<file path="config.mk">
export PLATFORM = sky130hd
export DESIGN_NAME = demux4_stream
export DESIGN_NICKNAME = d
export VERILOG_FILES = /design/src/rtl/demux4_stream.sv
export SDC_FILE = /design/constraint.sdc
export NUM_CORES = 1
export LEC_CHECK = 0
export BUFFER_PORTS_ARGS = -buffer_cell sky130_fd_sc_hd__buf_4
export CAP_MARGIN = 20
export CORE_MARGIN = 2
export CORE_UTILIZATION = 35
export DETAILED_ROUTE_END_ITERATION = 7
export SLEW_MARGIN = 5
export SYNTH_ARGS = -nofsm -noshare
export SYNTH_HDL_FRONTEND = slang
export SYNTH_SLANG_ARGS = --single-unit
</file>
<file path="constraint.sdc">
create_clock -name clk -period 4.95 [get_ports clk]
set_input_delay 0.99 -clock clk [delete_from_list [all_inputs] [get_ports clk]]
set_output_delay 0.99 -clock clk [all_outputs]
set_load 0.1 [all_outputs]
</file>
<file path="src/rtl/demux4_stream.sv">
// Registered 1-to-4 stream demultiplexer with valid/ready on both sides and one output register per channel.
// Optional per-channel delivery counters: define DEMUX_COUNT_EN.
module demux4_stream #(
  parameter int DATA_WIDTH = 32,
  parameter int CNT_WIDTH  = 16
) (
  input  logic                    clk,
  input  logic                    rst,
  input  logic                    in_valid,
  output logic                    in_ready,
  input  logic [1:0]              in_sel,
  input  logic [DATA_WIDTH-1:0]   in_data,
  output logic [3:0]              out_valid,
  input  logic [3:0]              out_ready,
  output logic [4*DATA_WIDTH-1:0] out_data
`ifdef DEMUX_COUNT_EN
  ,
  output logic [4*CNT_WIDTH-1:0]  out_count
`endif
);

  if (CNT_WIDTH < 1 || DATA_WIDTH < 1) begin : g_bad_param
    $error("demux4_stream: widths must be positive");
  end

  logic [3:0]            valid_q;
  logic [DATA_WIDTH-1:0] data_q [4];

  // Only the addressed channel gates acceptance; in_valid never feeds in_ready.
  assign in_ready  = !valid_q[in_sel] || out_ready[in_sel];
  assign out_valid = valid_q;

  always_comb begin
    out_data = '0;
    for (int unsigned i = 0; i < 4; i++) begin
      out_data[i*DATA_WIDTH +: DATA_WIDTH] = data_q[i];
    end
  end

  // A load on the same edge as a drain wins, keeping the channel full.
  always_ff @(posedge clk) begin
    if (rst) begin
      valid_q <= '0;
      for (int unsigned i = 0; i < 4; i++) begin
        data_q[i] <= '0;
      end
    end else begin
      for (int unsigned i = 0; i < 4; i++) begin
        if (in_valid && in_ready && (in_sel == 2'(i))) begin
          valid_q[i] <= 1'b1;
          data_q[i]  <= in_data;
        end else if (valid_q[i] && out_ready[i]) begin
          valid_q[i] <= 1'b0;
        end
      end
    end
  end

`ifdef DEMUX_COUNT_EN
  logic [CNT_WIDTH-1:0] cnt_q [4];

  always_ff @(posedge clk) begin
    if (rst) begin
      for (int unsigned i = 0; i < 4; i++) begin
        cnt_q[i] <= '0;
      end
    end else begin
      for (int unsigned i = 0; i < 4; i++) begin
        if (valid_q[i] && out_ready[i]) begin
          cnt_q[i] <= cnt_q[i] + 1'b1;
        end
      end
    end
  end

  always_comb begin
    out_count = '0;
    for (int unsigned i = 0; i < 4; i++) begin
      out_count[i*CNT_WIDTH +: CNT_WIDTH] = cnt_q[i];
    end
  end
`endif

endmodule

</file>
# After elaboration in Yosys (flattened, before gate mapping)
# Memory sizes are Yosys's and may differ from the RTL's.
# Index checks and enable logic that the tools add are counted.
# word_totals
wordCells	59
mem_bits_rw	128
mem_count	1
inputBits	41
out_inout_bits	133
regBits	4
# memory_table
memory	words	width	rd	rd_clocked_by_memory_dff	write_ports	line	text
data_q	4	32	4	0	4	27	logic [DATA_WIDTH-1:0] data_q [4];
# op_classes
mux	30
reduce_logical	16
bitwise_logic	4
magnitude_cmp	1
n_eq_ne	3
# ops
cell	count
32-bit two-way mux	4
1-bit two-way mux	24
1-bit logical AND	9
2-bit nonzero test	4
1-bit binary-select mux with 2-bit select	2
2-bit == test (second input constant)	2
1-bit bitwise OR	4
2-bit by 3-bit < comparator with 1-bit output (second input constant)	1
2-bit by 1-bit == test with 1-bit output (second input constant)	1
2-bit logical NOT	1
1-bit logical NOT	1
1-bit logical OR	1

# Depth between registers and ports, before layout
# logic_depth
depth_word	10
mapped_depth	5
mapped_depth_nobuf	2

# Worst setup path before layout
# No wires, ideal clock.
# synth_path
path_type	input port to flip-flop
from	input port in_sel[1]
to	memory data_q[0][0] (enable)
required_time_ns	4.480
path_buffers	2
setup_time_ns	0.470
setup_slack_ns	0.605
cell_stages	4
t_arrival_ns	3.875
path_cell_list	buf_6 > or2_1 > buf_6 > o31ai_1
# synth_rtl
item	line	text
start, declared	11	input logic [1:0] in_sel,
end, declared	27	

# Worst setup path after layout
# layout_path
from	input port out_ready[2]
to	output port in_ready
# layout_via
elab_chain_len	3
# layout_rtl
item	line	text
start, declared	14	input logic [3:0] out_ready,
1-bit binary-select mux with 2-bit select	30	assign in_ready = !valid_q[in_sel] || out_ready[in_sel];
1-bit two-way mux (implied by the code)	30	
1-bit logical OR	30	
end, declared	10	output logic in_ready,
# No other way between the ends. The select of a mux whose other input is x is not followed.

==> results.json <==
{
  "postSynthCellCount": 358,
  "synth_cell_types": 18,
  "use_met1_pct": 22.30,
  "rsz0062_at_grt": "no",
  "yosysMostFrequentCell": "edfxtp_1",
  "synth.largest_area_cell": "edfxtp_1",
  "clock-sinks": 132,
  "grt_pass1_wl_um": 21450,
  "cts.path.max_buffers": 2,
  "synthesis.nets": 399,
  "p_per_area_mw_per_mm2": 427.1,
  "synth_commonest_cells": "edfxtp_1, nor3_1, nor3_2, nand3b_1, buf_2",
  "netlist_area_mm2": 0.005393,
  "finalSetupViolCount": 0,
  "grtUsageMet3_pct": 4.674,
  "ys.flop_type": "edfxtp_1",
  "grt_overflow_total": 0,
  "cp_max_fo": 2,
  "synth_area_leaders": "edfxtp_1, nor3_1, nor3_2",
  "ctsHtreeMaxLevel": 4,
  "grt.total_usage_pct": 18.02,
  "postLayoutCoreUtil_pct": 49.15,
  "maxSlewViolCount": 0,
  "cts_buffers": 17,
  "cellLeakagePower_uw": 0.002872,
  "drt-initial-drc-count": 332,
  "die-area_mm2": 0.01642,
  "dr.pass1.iters": 4,
  "antenna_found_initial": 0,
  "initial_core_util_pct": 35.61,
  "routed_wl_um": 14610,
  "critical_path_required_ns": 3.96,
  "tightest_slew_ns": 0.9997,
  "vias": 3585,
  "core_mm2": 0.01515,
  "finalHoldViolCount": 0,
  "finalNetCount": 558,
  "ant_nets": 0,
  "min_path_cells": 2,
  "synth_edf_count": 128,
  "cts_setup_buffers": 0,
  "syn_to_final_growth_pct": 38.03,
  "avgSynthCellArea_um2": 15.06,
  "place_hpwl_um": 10350,
  "clk_latency_ns": 0.41,
  "viasPerCell": 4.993,
  "ios": 174,
  "max_freq_mhz": 333.0,
  "ff2ff_path_depth": 4,
  "maxCapViolCount": 0,
  "netlist.area_leader.share_pct": 71.28,
  "cts_tree": "built",
  "finalClockSkew_ns": 0.005818,
  "num_rows": 45,
  "status": "completed",
  "diodes": 0,
  "worst_setup_path_end_kind": "primary output",
  "path_clk_slew_ns": 0.06,
  "synth-seq-area-share_pct": 72.76,
  "portBuffers": 173,
  "synth_warnings": 0,
  "synth_seq_cells": 132,
  "grt_pass1_vias": 3654,
  "cp-start-kind": "input pin",
  "routedWlPerCell_um": 20.35,
  "die_h_um": 128.1,
  "ctsResizeCount": 0,
  "die_x_um": 128.1,
  "crit_type": "in -> out",
  "drive_gt1_share_pct": 48.11,
  "period_minus_slack_ns": 3.003,
  "met2_usage_pct": 29.98,
  "busiest_layer": "met2",
  "root_buffer": "clkbuf_16",
  "drc_errors": 0,
  "ctsHoldBuffers": 0,
  "grt_max_degree": 38,
  "vdd_drop_max_uv": 227.8,
  "hold_class": "reg -> reg",
  "relSlewSlack_pct": 33.36,
  "async_reset_ff_share_pct": 0,
  "fill_cells": 1302,
  "place_congestion": 0.7895,
  "arrival_ns": 2.01,
  "tns_ns": 0,
  "finalCritPeriodShare_pct": 60.67
}
## layer usage
layer	vias up	share of wire, %
met4	0	2.9
met5	-	0
met2	145	52
met1	1727	39
li1	1693	-
met3	20	6.0
## flip-flops by register name, summed over array words and instances (netlist names)
name       count
out_valid      4
data_q       128
## critical path, stage by stage
cell	delay (ns)
buf_4	0.13
nand2b_1	0.17
mux4_2	0.47
buf_4	0.25
## power by group
| part | switching (uW) | internal, uW | leakage [uW] |
|---|---|---|---|
| clock network | 451 | 838 | 0.000295 |
| logic | 482 | 105 | 0.00117 |
| registers | 22.6 | 1280 | 0.00141 |
| total | 956 | 2220 | 0.00287 |
## cells in the final DEF (no fill, tap or decap), drive strengths merged
cell,instances
buf,179
edfxtp,128
nor3,128
nand3b,34
clkbuf,18
clkinv,7
nand2b,6
nor2b,4
o31ai,4
a21oi,4
bufinv,4
dfxtp,4
inv,3
clkinvlp,2
mux4,1
or2,1
nand2,1
or3b,1
nand3,1
## cells by family (layout without fill, tap and decap cells)
family | Yosys count | in the layout | share of synthesized area (%)
simple gates | 176 | 176 | 21.46
compound gates | 8 | 8 | 0.9281
buf+inv | 41 | 213 | 4.432
flops | 132 | 132 | 72.76
mux | 1 | 1 | 0.4176
## area by class of cell
cell class                      instances  area, um^2  share of cell area, %
Sequential cell                       132        3924                  52.71
Timing Repair Buffer                  179        1344                  18.05
Multi-Input combinational cell        185        1320                  17.73
Clock buffer                           18       429.2                  5.766
Tap cell                              188       235.2                  3.160
Clock inverter                         14       183.9                  2.471
Inverter                                2       7.507                 0.1009
## worst paths after layout
| path | to | start | slack (ns) |
|---|---|---|---|
| max reg2reg | data_q[0][18] | out_valid[0] | 2.75 |
| max | in_ready | out_ready[2] | 1.95 |
| min | out_valid[1] | out_valid[1] | 0.52 |
| min reg2reg | out_valid[1] | out_valid[1] | 0.52 |
## metrics by stage
stage / power [uW] / area [um^2] / setup slack (ns) / hold slack [ns] / std cells
2_1_floorplan: 1776 / 5393 / 0.6054 / 0.9509 / 358
3_5_place_dp: 1917 / 6830 / 1.646 / 0.5196 / 686
6_report: 3179 / 7443 / 1.947 / 0.5241 / 718
4_1_cts: 3197 / 7443 / 1.942 / 0.5294 / 718
3_3_place_gp: 1913 / 6830 / 1.736 / 0.5028 / 686
5_1_grt: 3263 / 7443 / 1.908 / 0.5637 / 718
Note: power is estimated with default switching activity, not from simulation.
